## config.mk

```make
export PLATFORM = sky130hd
export DESIGN_NAME = hamming32t26d_scrub_ctrl
export DESIGN_NICKNAME = d
export VERILOG_FILES = /design/src/rtl/hamming_pkg.sv /design/src/rtl/hamming32t26d_dec.sv /design/src/rtl/hamming32t26d_enc.sv /design/src/rtl/hamming32t26d_scrub_ctrl.sv
export SDC_FILE = /design/constraint.sdc
export NUM_CORES = 1
export LEC_CHECK = 0
export CAP_MARGIN = 20
export CORE_MARGIN = 1.5
export CORE_UTILIZATION = 48
export CTS_BUF_LIST = sky130_fd_sc_hd__clkbuf_2 sky130_fd_sc_hd__clkbuf_4 sky130_fd_sc_hd__clkbuf_8
export CTS_CLUSTER_SIZE = 28
export DETAILED_ROUTE_END_ITERATION = 16
export HOLD_SLACK_MARGIN = 0.06
export PLACE_DENSITY = 0.84
export SETUP_SLACK_MARGIN = 0.4
export SYNTH_ARGS = -nofsm -noshare
export SYNTH_HDL_FRONTEND = slang
export SYNTH_SLANG_ARGS = --single-unit
export TNS_END_PERCENT = 10
```

## constraint.sdc

```tcl
create_clock -name clk_i -period 5.7 [get_ports clk_i]
set_input_delay 1.14 -clock clk_i [delete_from_list [all_inputs] [get_ports clk_i]]
set_output_delay 1.14 -clock clk_i [all_outputs]
set_load 0.02 [all_outputs]
```

## src/rtl/hamming_pkg.sv

```systemverilog
// Shared types and codeword layout for the 32-bit (26 data + 5 Hamming + overall
// parity) SECDED codeword used by the scrub controller.
package hamming_pkg;

    typedef enum logic [2:0] {
        ST_IDLE, ST_WAIT, ST_READ, ST_CHECK, ST_WB, ST_ADVANCE
    } scrub_state_e;

    typedef enum logic [1:0] {
        DEC_CLEAN, DEC_SINGLE, DEC_DOUBLE
    } dec_status_e;

    localparam int CW_W    = 32;
    localparam int DATA_W  = 26;
    localparam int NUM_CHK = 5;

    localparam int CHK_POS [NUM_CHK] = '{1, 2, 4, 8, 16};

    // Data bit i lives at codeword position DATA_POS[i]
    localparam int DATA_POS [DATA_W] = '{
        3, 5, 6, 7, 9, 10, 11, 12, 13, 14, 15,
        17, 18, 19, 20, 21, 22, 23, 24, 25, 26, 27, 28, 29, 30, 31
    };

endpackage

```

## src/rtl/hamming32t26d_dec.sv

```systemverilog
// Combinational SECDED decode: syndrome + overall parity, single-bit correction,
// data extraction and clean/single/double classification.
module hamming32t26d_dec
    import hamming_pkg::*;
(
    input  logic [CW_W-1:0]   i_cw,
    output logic [CW_W-1:0]   o_cw,
    output logic [DATA_W-1:0] o_data,
    output dec_status_e       o_status
);

    logic [NUM_CHK-1:0] w_syn;
    logic               w_par;

    always_comb begin
        w_syn = '0;
        for (int j = 1; j < CW_W; j++)
            for (int k = 0; k < NUM_CHK; k++)
                if (((j >> k) & 1) == 1)
                    w_syn[k] = w_syn[k] ^ i_cw[j];
        w_par = ^i_cw;

        // Odd parity means one flip; syndrome 0 then points at the parity bit itself
        o_cw = i_cw;
        if (w_par)
            o_cw[w_syn] = ~i_cw[w_syn];

        o_data = '0;
        for (int i = 0; i < DATA_W; i++)
            o_data[i] = o_cw[DATA_POS[i]];

        if (w_par)
            o_status = DEC_SINGLE;
        else if (w_syn != '0)
            o_status = DEC_DOUBLE;
        else
            o_status = DEC_CLEAN;
    end

endmodule

```

## src/rtl/hamming32t26d_enc.sv

```systemverilog
// 26-bit data to 32-bit SECDED codeword encoder (purely combinational).
module hamming32t26d_enc
    import hamming_pkg::*;
(
    input  logic [DATA_W-1:0] i_data,
    output logic [CW_W-1:0]   o_cw
);

    always_comb begin
        o_cw = '0;
        for (int i = 0; i < DATA_W; i++)
            o_cw[DATA_POS[i]] = i_data[i];
        for (int k = 0; k < NUM_CHK; k++)
            for (int j = 3; j < CW_W; j++)
                if (((j >> k) & 1) == 1 && j != CHK_POS[k])
                    o_cw[CHK_POS[k]] = o_cw[CHK_POS[k]] ^ o_cw[j];
        o_cw[0] = ^o_cw[CW_W-1:1];
    end

endmodule

```

## src/rtl/hamming32t26d_scrub_ctrl.sv

```systemverilog
// SECDED memory controller: host read/write path plus background scrubber.
// Error counters are built only when HAMMING_SCRUB_CNT_EN is defined.
module hamming32t26d_scrub_ctrl
    import hamming_pkg::*;
#(
    parameter  int DEPTH = 256,
    parameter  int CNT_W = 16,
    localparam int AW    = $clog2(DEPTH)
) (
    input  logic              clk_i,
    input  logic              rst_i,
    input  logic              scrub_en_i,
    input  logic [15:0]       period_i,
    input  logic              host_req_i,
    input  logic              host_we_i,
    input  logic [AW-1:0]     host_addr_i,
    input  logic [DATA_W-1:0] host_wdata_i,
    output logic              host_gnt_o,
    output logic              host_rvalid_o,
    output logic [DATA_W-1:0] host_rdata_o,
    output logic              host_uerr_o,
    output logic              mem_en_o,
    output logic              mem_we_o,
    output logic [AW-1:0]     mem_addr_o,
    output logic [CW_W-1:0]   mem_wdata_o,
    input  logic [CW_W-1:0]   mem_rdata_i,
    input  logic              clr_cnt_i,
    output logic [CNT_W-1:0]  cnt_corr_o,
    output logic [CNT_W-1:0]  cnt_uncorr_o,
    output logic [AW-1:0]     scrub_addr_o
);

    scrub_state_e      r_state, w_next;
    logic [15:0]       r_timer;
    logic [AW-1:0]     r_scrub_addr;
    logic              r_rd_pend;
    logic [CW_W-1:0]   r_wb_cw;
    logic              w_gnt, w_wr_hit, w_reload;
    logic [CW_W-1:0]   w_enc_cw, w_dec_cw;
    logic [DATA_W-1:0] w_dec_data;
    dec_status_e       w_dec_st;

    hamming32t26d_enc u_enc (.i_data(host_wdata_i), .o_cw(w_enc_cw));

    // One decoder serves both paths: the single port means only one read returns per cycle
    hamming32t26d_dec u_dec (
        .i_cw(mem_rdata_i), .o_cw(w_dec_cw), .o_data(w_dec_data), .o_status(w_dec_st)
    );

    assign w_gnt    = host_req_i & ~rst_i & (r_state != ST_READ) & (r_state != ST_WB);
    assign w_wr_hit = w_gnt & host_we_i & (host_addr_i == r_scrub_addr);
    assign w_reload = (w_next == ST_WAIT) & (r_state != ST_WAIT);

    always_ff @(posedge clk_i or posedge rst_i) begin
        if (rst_i) r_state <= ST_IDLE;
        else       r_state <= w_next;
    end

    always_comb begin
        w_next = r_state;
        case (r_state)
            ST_IDLE:    if (scrub_en_i) w_next = ST_WAIT;
            ST_WAIT: begin
                if (!scrub_en_i)
                    w_next = ST_IDLE;
                else if (r_timer == '0 && !host_req_i)
                    w_next = ST_READ;
            end
            ST_READ:    w_next = ST_CHECK;
            ST_CHECK:   w_next = (w_dec_st == DEC_SINGLE && !w_wr_hit) ? ST_WB : ST_ADVANCE;
            ST_WB:      w_next = ST_ADVANCE;
            ST_ADVANCE: w_next = scrub_en_i ? ST_WAIT : ST_IDLE;
            default:    w_next = ST_IDLE;
        endcase
    end

    always_ff @(posedge clk_i or posedge rst_i) begin
        if (rst_i) begin
            r_timer      <= '0;
            r_scrub_addr <= '0;
            r_rd_pend    <= 1'b0;
            r_wb_cw      <= '0;
        end else begin
            r_rd_pend <= w_gnt & ~host_we_i;
            if (w_reload)
                r_timer <= period_i;
            else if (r_state == ST_WAIT && r_timer != '0)
                r_timer <= r_timer - 16'd1;
            if (r_state == ST_CHECK)
                r_wb_cw <= w_dec_cw;
            if (r_state == ST_ADVANCE)
                r_scrub_addr <= (r_scrub_addr == AW'(DEPTH - 1)) ? '0 : r_scrub_addr + 1'b1;
        end
    end

    always_comb begin
        mem_en_o    = 1'b0;
        mem_we_o    = 1'b0;
        mem_addr_o  = '0;
        mem_wdata_o = '0;
        case (r_state)
            ST_READ: begin
                mem_en_o   = 1'b1;
                mem_addr_o = r_scrub_addr;
            end
            ST_WB: begin
                mem_en_o    = 1'b1;
                mem_we_o    = 1'b1;
                mem_addr_o  = r_scrub_addr;
                mem_wdata_o = r_wb_cw;
            end
            default: begin
                if (w_gnt) begin
                    mem_en_o   = 1'b1;
                    mem_we_o   = host_we_i;
                    mem_addr_o = host_addr_i;
                    if (host_we_i)
                        mem_wdata_o = w_enc_cw;
                end
            end
        endcase
    end

    assign host_gnt_o    = w_gnt;
    assign host_rvalid_o = r_rd_pend;
    assign host_rdata_o  = r_rd_pend ? w_dec_data : '0;
    assign host_uerr_o   = r_rd_pend & (w_dec_st == DEC_DOUBLE);
    assign scrub_addr_o  = r_scrub_addr;

`ifdef HAMMING_SCRUB_CNT_EN
    logic [CNT_W-1:0] r_cnt_corr, r_cnt_uncorr;
    logic             w_inc_corr, w_inc_uncorr;

    // Host-read singles count too; host reads and scrub checks are never in the same cycle
    assign w_inc_corr   = (w_dec_st == DEC_SINGLE) & ((r_state == ST_CHECK) | r_rd_pend);
    assign w_inc_uncorr = (w_dec_st == DEC_DOUBLE) & (r_state == ST_CHECK);

    always_ff @(posedge clk_i or posedge rst_i) begin
        if (rst_i) begin
            r_cnt_corr   <= '0;
            r_cnt_uncorr <= '0;
        end else if (clr_cnt_i) begin
            r_cnt_corr   <= '0;
            r_cnt_uncorr <= '0;
        end else begin
            if (w_inc_corr && !(&r_cnt_corr))
                r_cnt_corr <= r_cnt_corr + 1'b1;
            if (w_inc_uncorr && !(&r_cnt_uncorr))
                r_cnt_uncorr <= r_cnt_uncorr + 1'b1;
        end
    end

    assign cnt_corr_o   = r_cnt_corr;
    assign cnt_uncorr_o = r_cnt_uncorr;
`else
    logic w_unused_clr;
    assign w_unused_clr = clr_cnt_i;
    assign cnt_corr_o   = '0;
    assign cnt_uncorr_o = '0;
`endif

endmodule

```

==> Word-level counts from Yosys, hierarchy flattened <==
Index checks and enable logic that the tools add are counted.
{ "classes": {"div_mod_pow": 0, "n_eq_ne": 13, "addsub": 2, "n_mul": 0, "magnitude_cmp": 2, "muxes": 27, "bitwise": 156, "reduce_logical": 14, "n_shift": 0} }
{ "ops": {"columns": ["cell", "count"], "rows": [
  ["1-bit bitwise XOR", 145],
  ["32-bit 2-to-1 mux", 3],
  ["32-bit one-hot mux with 2 select lines", 1],
  ["32-bit bitwise mux", 1],
  ["16-bit 2-to-1 mux", 2],
  ["32-bit parity", 1],
  ["31-bit parity", 1],
  ["26-bit 2-to-1 mux", 1],
  ["8-bit 2-to-1 mux", 3],
  ["3-bit one-hot mux with 6 select lines", 1],
  ["16-bit logical NOT", 1],
  ["16-bit nonzero test", 1],
  ["16-bit by 1-bit subtractor with 16-bit output, second input constant", 1],
  ["3-bit 2-to-1 mux", 3],
  ["8-bit by 1-bit adder with 8-bit output, second input constant", 1],
  ["1-bit AND", 8],
  ["8-bit equality test", 1],
  ["8-bit equality test, second input constant", 1],
  ["1-bit 2-to-1 mux", 7],
  ["3-bit by 1-bit equality test with 1-bit output, second input constant", 2],
  ["3-bit by 2-bit equality test with 1-bit output, second input constant", 2],
  ["3-bit equality test, second input constant", 2],
  ["5-bit by 6-bit less-than comparator with 1-bit output, second input constant", 1],
  ["1-bit binary-select mux with 5-bit select", 1],
  ["16 further kinds", 23]
]} }
{ "totals": {"regBits": 60, "ramBits": 0, "word_cells": 219, "out_inout_bits": 111, "in_bits": 88, "latch_bits": 0, "memories": 0, "mem_bits_ro": 0} }

==> Depth between registers and ports, before layout <==
Gate-level depths: netlist of the first run.
{ "depth": {"word_depth": 25, "mapped_depth": 11, "ltp_nobuf": 10} }

==> Hierarchy <==
Synthesis of the first run repeated with hierarchy kept, for this count alone.
{ "hier_totals": {"hier_cells": 663, "area_unflattened_um2": 6344.8} }
{ "modules_own_cells": {"columns": ["mod", "area_per_inst_um2", "n_inst", "cells_per_inst", "seq_area_each_um2"], "rows": [
  ["hamming32t26d_scrub_ctrl", 3743.6, 1, 370, 1501.4],
  ["hamming32t26d_dec", 1888.1, 1, 221, 0.0],
  ["hamming32t26d_enc", 713.2, 1, 72, 0.0]
]} }

==> Worst setup path after synthesis of the first run <==
No wires, ideal clock.
{ "synth_timing": {"path_kind": "input to output", "start": "input port mem_rdata_i[31]", "end": "output port host_rdata_o[2]", "required_ps": 4560, "cell_stages": 9, "n_path_buf": 1, "setup_slack_ps": 662, "arrival_ps": 3898, "cell_sequence": "buf_6 > xor2_2 > xnor3_2 > xor2_2 > nand3_1 > a2111oi_0 > nor4_2 > and3_1 > nor3b_1"} }
{ "synth_between": {"elab_chain_len": 8, "word_cells_on_any_way": 17, "cone_classes": "order compare (2); mux (7); bitwise (6); reduce/logical (2)"} }
{ "synth_lines": {"columns": ["item", "line", "text"], "rows": [
  ["from (decl)", "hamming32t26d_scrub_ctrl.sv:26", "input logic [CW_W-1:0] mem_rdata_i,"],
  ["1-bit bitwise XOR", "hamming32t26d_dec.sv:20", "w_syn[k] = w_syn[k] ^ i_cw[j];"],
  ["5-bit by 6-bit less-than comparator with 1-bit output (implied by the code) / 5-bit by 1-bit greater-or-equal comparator with 1-bit output (equally long branches)", "hamming32t26d_dec.sv:26", "o_cw[w_syn] = ~i_cw[w_syn];"],
  ["1-bit logical AND (implied by the code)", "hamming32t26d_dec.sv:26", null],
  ["1-bit 2-to-1 mux (implied by the code)", "hamming32t26d_dec.sv:26", null],
  ["1-bit demux with 5-bit select", null, null],
  ["32-bit bitwise mux", "hamming32t26d_dec.sv:26", null],
  ["32-bit 2-to-1 mux *", "hamming32t26d_dec.sv:25", "if (w_par)"],
  ["26-bit 2-to-1 mux *", "hamming32t26d_scrub_ctrl.sv:126", "assign host_rdata_o = r_rd_pend ? w_dec_data : '0;"],
  ["to (decl)", "hamming32t26d_scrub_ctrl.sv:20", "output logic [DATA_W-1:0] host_rdata_o,"]
]} }
Every way passes the cells marked *; elsewhere a longest branch is shown, timed or not. The select of a mux whose other input is x is not followed.

==> Final worst setup path of the first run <==
{ "layout_timing": {"start": "input port mem_rdata_i[23]", "end": "output port host_rdata_o[21]"} }
{ "layout_between": {"elab_chain_len": 16, "word_cells_on_any_way": 36, "cone_classes": "order compare (2); mux (7); bitwise (25); reduce/logical (2)"} }
{ "layout_lines": {"columns": ["item", "line"], "rows": [
  ["1-bit bitwise XOR (9 in a row)", "hamming32t26d_dec.sv:20"],
  ["5-bit by 6-bit less-than comparator with 1-bit output (implied by the code) / 5-bit by 1-bit greater-or-equal comparator with 1-bit output (equally long branches)", "hamming32t26d_dec.sv:26"],
  ["1-bit logical AND (implied by the code)", "hamming32t26d_dec.sv:26"],
  ["1-bit 2-to-1 mux (implied by the code)", "hamming32t26d_dec.sv:26"],
  ["1-bit demux with 5-bit select", null],
  ["32-bit bitwise mux", "hamming32t26d_dec.sv:26"],
  ["32-bit 2-to-1 mux *", "hamming32t26d_dec.sv:25"],
  ["26-bit 2-to-1 mux *", "hamming32t26d_scrub_ctrl.sv:126"]
]} }
Marks and branches as above.

==> metrics.md, run 1 <==
| Metric | Value |
|---|---|
| Root buffer cell | `clkbuf_8` |
| Num CTS Buffers | `9` |
| Initial DRC count | `643` |
| Post-route setup slack | `about 0.22 ns` |
| Gr usage total | `31.0%` |
| Asr flop ratio synth | `100%` |
| Non-filler instance count after layout | `around 1,200` |
| Global-route wire length before repair | `between 30,000 and 40,000 µm` |
| Cells after synthesis | `roughly 700` |
| Endpoints failing hold | `0` |
| Design Area, Final | `approximately 9400 µm²` |
| Worst min path class | `reg2reg` |
| Fmax | `about 0.18 GHz` |
| Worst EP arrival | `around 4.3 ns` |
| MaxCap Viol Count | `0` |
| Leakage power | `4.12 nW` |
| Via count | `about 6,500` |
| Synth top area cells | `dfrtp_1 25%, xnor2_1 15%, a22o_1 5.6%` |
| Slowest stage delay, CP | `about 0.52 ns` |
| CTS H-tree lvls | `3` |
| DR pass1 iterations | `5` |
| CP Cell Sequence | `dlygate4sd2_1 -> xnor2_2 -> buf_4 -> xnor3_2 -> xnor2_4 -> xnor2_2 -> buf_6 -> mux4_2 -> nor3_4 -> buf_6 -> a32oi_2 -> nor2b_1 -> buf_4` |
| Starting Density | `around 50%` |
| Worst Path Class, Setup | `in2out` |
| DRT antenna net count | `0` |
| Nets | `around 1,100` |
| TritonCTS clock tree | `built` |
| CP startpoint kind | `input port` |
| Worst Skew | `approximately 0.008 ns` |
| Synth top area share | `between 20% and 30%` |
| Final worst-path cycle share | `96.1%` |
| TNS Setup | `0 ns` |
| Unrepaired setup endpoints after global routing | `yes` |
| Post-Route Hold Slack | `roughly 0.50 ns` |
| Std-Cell Rows | `40` |
| Sequential Area | `1500 µm²` |
| WL per Instance | `about 19 µm` |
| Placed instance area | `approximately 8600 µm²` |
| Worst VDD drop | `approximately 0.00025 V` |
| Post-placement setup slack | `-0.187 ns` |
| CP top delay family | `XOR/XNOR gates` |
| Yosys cell types | `66` |
| IO buf count | `165` |
| Pin count of the biggest net entering global routing | `61` |
| Inst Count DP | `approximately 1,100` |
| EDFF count, synth | `0` |
| WP buf/inv | `5` |
| Yosys warnings | `0` |
| Clk slew on worst S/H paths | `roughly 0.070 ns` |
| Core footprint | `between 10,000 and 15,000 µm²` |
| Most frequent cells after synthesis | `99 x xnor2_1, 83 x nand2_1, 60 x dfrtp_1` |
| Most numerous cell in the Yosys netlist | `xnor2_1` |
| Post-synth top area cell | `dfrtp_1` |
| CP Data Required Time | `~4.6 ns` |
| Cts-stage hold buffer count | `0` |
| Outcome | `completed` |
| Initial antenna violation count | `0` |
| Critical path peak fanout | `5` |
| Min Tclk post-route | `approximately 5.5 ns` |
| Filler instances | `about 790` |
| Final setup viols | `0` |
| Detailed-route vias per instance | `approximately 5.7` |
| Mapped Area | `about 5900 µm²` |
| DR DRC count | `0` |
| Clock Tree Buf Depth | `2` |
| Hpwl dp | `15,900 µm` |
| Grt ovf | `0` |
| DIE AREA | `around 13,000 µm²` |
| Post-synthesis average cell area | `approximately 8.7 µm²` |
| Antenna Diode Count | `0` |
| # IOs | `around 200` |
| Layout overhead on the synthesized area | `59.8%` |
| Layout cell share with drive strength beyond 1 | `about 29%` |
| Top_reg_cell synth | `dfrtp_1` |
| DRT Wirelength | `around 22,000 µm` |
| Number of global-route vias before repair | `just over 6,000` |
| Util after Layout | `78.6%` |
| Worst-Margin Slew | `around 0.87 ns` |
| Max stage delay cell, worst path | `mux4_2` |
| Die height | `114 µm` |
| Area of the multi-input gates | `~4600 µm²` |
| Post-synthesis sequential area ratio | `between 20% and 30%` |
| Cell Pwr Density | `around 360 nW/µm²` |
| Routability cong. | `around 0.97` |
| Final Slew Violations | `0` |
| Slew headroom | `~42%` |
| Crit end category | `output pin` |
| Worst-skew pair later-pin latency | `~0.34 ns` |
| Yosys reg bits | `60` |
| Die X | `around 110 µm` |
| PnR Total Power | `roughly 3.4 mW` |
| Clock sinks | `60` |
layout by cell type, fill, tap and decap left out, types with 13 or more instances in the layout:
master and n:
buf_4 168, nor2_1 35, nor3_1 13, nand3_1 15
nand2_1 83, conb_1 32, a22o_1 38, xnor2_2 19
o21ai_0 35, dfrtp_1 60, xnor2_1 85, xor2_1 24
clkdlybuf4s50_1 126
sequential cells by signal (all words and copies together), names as in the netlist:
| name | count |
|---|---|
| scrub_addr_o | 8 |
| host_rvalid_o | 1 |
| r_state | 3 |
| r_timer | 16 |
| r_wb_cw | 32 |
worst paths after layout:
| check | startpoint | endpoint | slack (ns) | cells past startpoint |
|---|---|---|---|---|
| worst max-delay path | mem_rdata_i[23] | host_rdata_o[21] | 0.22 | 13 |
| worst min register to register | r_wb_cw[10] | r_wb_cw[10] | 0.50 | 2 |
| worst max register to register | r_state[1] | r_timer[15] | 2.86 | 8 |
| worst min-delay path | r_wb_cw[10] | r_wb_cw[10] | 0.50 | 2 |
| max in group asynchronous | rst_i | r_wb_cw[31] | 3.84 | 3 |
| min in group asynchronous | rst_i | r_timer[15] | 1.35 | 3 |
per-layer routing:
metal	track usage, %	vias to the layer above	part of all wire (%)
met2	51.8	374	49
li1	-	3007	-
met4	11.1	0	3.4
met1	41.1	3092	40
met3	4.46	59	7.8
met5	0	-	0
kinds of logic (layout without fill, tap and decap cells):
group,count (synthesis),count (layout),share of synthesized area (%)
compound gates,153,153,18.6
xor+xnor,145,145,24.9
fa+ha+maj,2,2,0.424
buf+inv,65,358,6.61
flops,60,60,25.4
mux,15,15,3.13
other cells,1,32,0.0635
simple gates,241,241,20.9
tightest hold or removal path: cells and delay by family, from the launching register on:
kind | cells | cell delay (ns)
compound gates | 1 | 0.06
flops | 1 | 0.35
simple gates | 1 | 0.06
repair_timing:
item / 4_1_cts / 5_1_grt
setup buffers: 7 / 15
gates cloned: 0 / 0
gates resized for setup: 84 / 77
setup endpoints to repair: 27 / 27
pin swaps: 7 / 21
report_power, final:
group / internal (mW) / switching (mW)
Clock: 0.265 / 0.174
Combinational: 1.11 / 1.21
Sequential: 0.522 / 0.0887
Total: 1.89 / 1.48
area by class of cell:
| type | count | area share (%) |
|---|---|---|
| Timing Repair Buffer | 335 | 30.9 |
| Clock inverter | 5 | 0.888 |
| Multi-Input combinational cell | 588 | 48.6 |
| Tap cell | 147 | 1.95 |
| Sequential cell | 60 | 15.9 |
| Inverter | 7 | 0.278 |
| Clock buffer | 11 | 1.54 |
Note: power is estimated with default switching activity, not from simulation.
==> run 2, diff against run 1 <==
--- a/config.mk
+++ b/config.mk
@@ -6,15 +6,17 @@
 export NUM_CORES = 1
 export LEC_CHECK = 0
 export CAP_MARGIN = 20
+export CELL_PAD_IN_SITES_DETAIL_PLACEMENT = 1
+export CELL_PAD_IN_SITES_GLOBAL_PLACEMENT = 1
 export CORE_MARGIN = 1.5
-export CORE_UTILIZATION = 48
+export CORE_UTILIZATION = 35
 export CTS_BUF_LIST = sky130_fd_sc_hd__clkbuf_2 sky130_fd_sc_hd__clkbuf_4 sky130_fd_sc_hd__clkbuf_8
 export CTS_CLUSTER_SIZE = 28
 export DETAILED_ROUTE_END_ITERATION = 16
 export HOLD_SLACK_MARGIN = 0.06
-export PLACE_DENSITY = 0.84
+export PLACE_DENSITY_LB_ADDON = 0.1
 export SETUP_SLACK_MARGIN = 0.4
 export SYNTH_ARGS = -nofsm -noshare
 export SYNTH_HDL_FRONTEND = slang
 export SYNTH_SLANG_ARGS = --single-unit
-export TNS_END_PERCENT = 10
+export TNS_END_PERCENT = 50
==> run 2 against run 1 <==
  * First-iteration DRC count shrank 52%
  * Global-route usage decreased by 3.6 points
  * Sequential share of layout area fell by 0.38 points
  * Die area up 36%
  * Register-to-register slack worse by 0.44 ns
  * Combinational power rose by 7%
  * Power is 3.0% higher
  * Sequential power increased by 1%
  * Utilization decreased by 20 points
  * Non-clock buffer count up 6
  * Critical endpoint is now host_rdata_o[14]
==> metrics.md, run 2 (synthesis results as in run 1) <==
| Metric | Value |
|---|---|
| WL per Instance | `20.6 µm (+8.8%)` |
| Clk slew on worst S/H paths | `0.08 ns (about the same)` |
| Post-placement setup slack | `-0.397 ns (-0.209 ns)` |
| Worst Skew | `0.0210 ns (+0.0130 ns)` |
| DR pass1 iterations | `4 (-1)` |
| Clock sinks | `60 (unchanged)` |
| Unrepaired setup endpoints after global routing | `yes` |
| Area of the multi-input gates | `4720 µm² (+3.0%)` |
| Gr usage total | `27.4% (-3.6 points)` |
| Final worst-path cycle share | `94.4% (-1.6 points)` |
| Routability cong. | `0.920 (-5.2%)` |
| WP buf/inv | `6 (+1)` |
| Largest register FFs | `32 (unchanged)` |
| Worst min path class | `reg2reg` |
| Initial antenna violation count | `0 (unchanged)` |
| # IOs | `199 (unchanged)` |
| Die X | `133 µm (+17%)` |
| R2R Path End | `r_timer[15]` |
| Leakage power | `4.17 nW (+1.3%)` |
| Critical path origin | `mem_rdata_i[11]` |
| DRT Wirelength | `25,400 µm (+16%)` |
| Antenna Diode Count | `0 (unchanged)` |
| Reg2reg start | `r_state[1]` |
| Final Slew Violations | `0 (unchanged)` |
| Worst-Margin Slew | `1.03 ns (+0.162 ns)` |
| Outcome | `completed` |
| Pin count of the biggest net entering global routing | `61 (unchanged)` |
| DR DRC count | `0 (unchanged)` |
| TNS Setup | `0 ns (unchanged)` |
| CP Data Required Time | `4.56 ns (about the same)` |
| Core footprint | `16,500 µm² (+38%)` |
| Min Tclk post-route | `5.38 ns (-0.0929 ns)` |
| Max stage delay cell, worst path | `clkdlybuf4s50_1` |
| Num CTS Buffers | `9 (unchanged)` |
| Most frequent cells in the layout | `170 x buf_4, 124 x clkdlybuf4s50_1, 83 x nand2_1` |
| Final setup viols | `0 (unchanged)` |
| Filler instances | `1,892 (+140%)` |
| MaxCap Viol Count | `0 (unchanged)` |
| Placed instance area | `8820 µm² (+2.2%)` |
| Cell Pwr Density | `359 nW/µm² (+0.55%)` |
| Global-route wire length before repair | `37,700 µm (+20%)` |
| Slowest stage delay, CP | `0.57 ns (+0.05 ns)` |
| CP startpoint kind | `input port` |
| Initial DRC count | `311 (-52%)` |
| Layout overhead on the synthesized area | `63.7%` |
| CP Depth | `14 (+1)` |
| Grt ovf | `0 (unchanged)` |
| Cts-stage hold buffer count | `0 (unchanged)` |
| IO buf count | `165 (unchanged)` |
| Worst VDD drop | `0.000223 V (-11%)` |
| Post-route setup slack | `0.317 ns (+0.0929 ns)` |
| CP top delay family | `buffers and inverters` |
| R2R depth | `8 (unchanged)` |
| Slew headroom | `30.7% (-11 points)` |
| Layout cell share with drive strength beyond 1 | `32.1% (+3.3 points)` |
| Endpoints failing hold | `0 (unchanged)` |
| CP Cell Sequence | `clkdlybuf4s50_1 -> xnor2_2 -> xnor2_2 -> xnor2_2 -> xor2_2 -> buf_12 -> buf_4 -> mux2i_1 -> a32o_2 -> buf_4 -> buf_4 -> o31ai_1 -> a21boi_1 -> buf_4` |
| Critical path peak fanout | `12 (+7)` |
| Crit end category | `output pin` |
| PnR Total Power | `3.47 mW (+3.0%)` |
| Crit path to | `host_rdata_o[14]` |
| Std-Cell Rows | `47 (+18%)` |
| Root buffer cell | `clkbuf_8` |
| Die height | `133 µm (+17%)` |
| Worst R2R Setup Slack | `2.42 ns (-0.44 ns)` |
| CTS H-tree lvls | `3 (unchanged)` |
| Design Area, Final | `9670 µm² (+2.5%)` |
| Worst-skew pair later-pin latency | `0.36 ns (+0.02 ns)` |
| Crit-path most repeated cell | `buf_4` |
| Worst EP arrival | `4.24 ns (-0.10 ns)` |
| Top reg by flops | `r_wb_cw` |
| TritonCTS clock tree | `built` |
| Commonest non-fill, non-tap cell in the layout | `buf_4` |
| Sequential Area | `1500 µm² (unchanged)` |
| Detailed-route vias per instance | `5.23 (-7.7%)` |
| Starting Density | `35.7% (-13 points)` |
| DIE AREA | `17,700 µm² (+36%)` |
| Fmax | `0.186 GHz (+1.7%)` |
| DRT antenna net count | `0 (unchanged)` |
| Hpwl dp | `19,500 µm (+23%)` |
| Via count | `6,441 (-1.4%)` |
| Nets | `1,097 (+0.55%)` |
| Number of global-route vias before repair | `6,809 (+13%)` |
| Clock Tree Buf Depth | `2 (unchanged)` |
| Worst Path Class, Setup | `in2out` |
run 2: how the worst min path moves through the flow:
stage,from,endpoint,cells after the start
global placement,r_wb_cw[17],r_wb_cw[17],2
global route,r_wb_cw[10],r_wb_cw[10],2
detailed placement,r_wb_cw[7],r_wb_cw[7],2
finish,r_wb_cw[7],r_wb_cw[7],2
floorplan,r_wb_cw[16],r_wb_cw[16],2
CTS,r_wb_cw[7],r_wb_cw[7],2
run 2: stage by stage:
step                util [%]  hold slack, ns  std cells
floorplan                  -           0.448        713
global placement        53.4           0.461       1200
detailed placement      53.4           0.473       1200
CTS                     56.2           0.490       1224
global route            58.5           0.512       1232
finish                  58.5           0.491       1232
run 2: area by class of cell:
cell class | count | share of cell area [%]
Inverter | 7 | 0.272
Timing Repair Buffer | 341 | 30.6
Clock inverter | 7 | 0.621
Sequential cell | 60 | 15.5
Clock buffer | 9 | 1.28
Multi-Input combinational cell | 588 | 48.8
Tap cell | 220 | 2.85
run 2: per-layer routing:
layer / vias to the layer above / global-route usage, % / wire length [µm]
li1: 3011 / - / -
met1: 3179 / 35.2 / 11000
met2: 215 / 48.6 / 12700
met3: 36 / 3.56 / 1010
met4: 0 / 7.02 / 580
met5: - / 0 / 0
run 2: power by group:
| group | internal, mW | total [mW] | switching [mW] |
|---|---|---|---|
| clock | 0.164 | 0.372 | 0.208 |
| sequential | 0.522 | 0.618 | 0.0964 |
| combinational | 1.20 | 2.48 | 1.28 |
run 2: repair_timing:
item                       4_1_cts  5_1_grt
setup endpoints to repair       27       27
setup buffers                    8        8
pin swaps                       18       26
resized for setup              122       83
run 2: tightest hold or removal path, stage by stage (launching register included):
cell     delay (ns)
dfrtp_1        0.35
nand2_1        0.05
o31ai_1        0.05
==> run 3, diff against run 2 <==
--- a/config.mk
+++ b/config.mk
@@ -16,6 +16,7 @@
 export HOLD_SLACK_MARGIN = 0.06
 export PLACE_DENSITY_LB_ADDON = 0.1
 export SETUP_SLACK_MARGIN = 0.4
+export SLEW_MARGIN = 15
 export SYNTH_ARGS = -nofsm -noshare
 export SYNTH_HDL_FRONTEND = slang
 export SYNTH_SLANG_ARGS = --single-unit
==> results of run 3 <==
Final layout, timing and power as in run 2 (identical DEF).
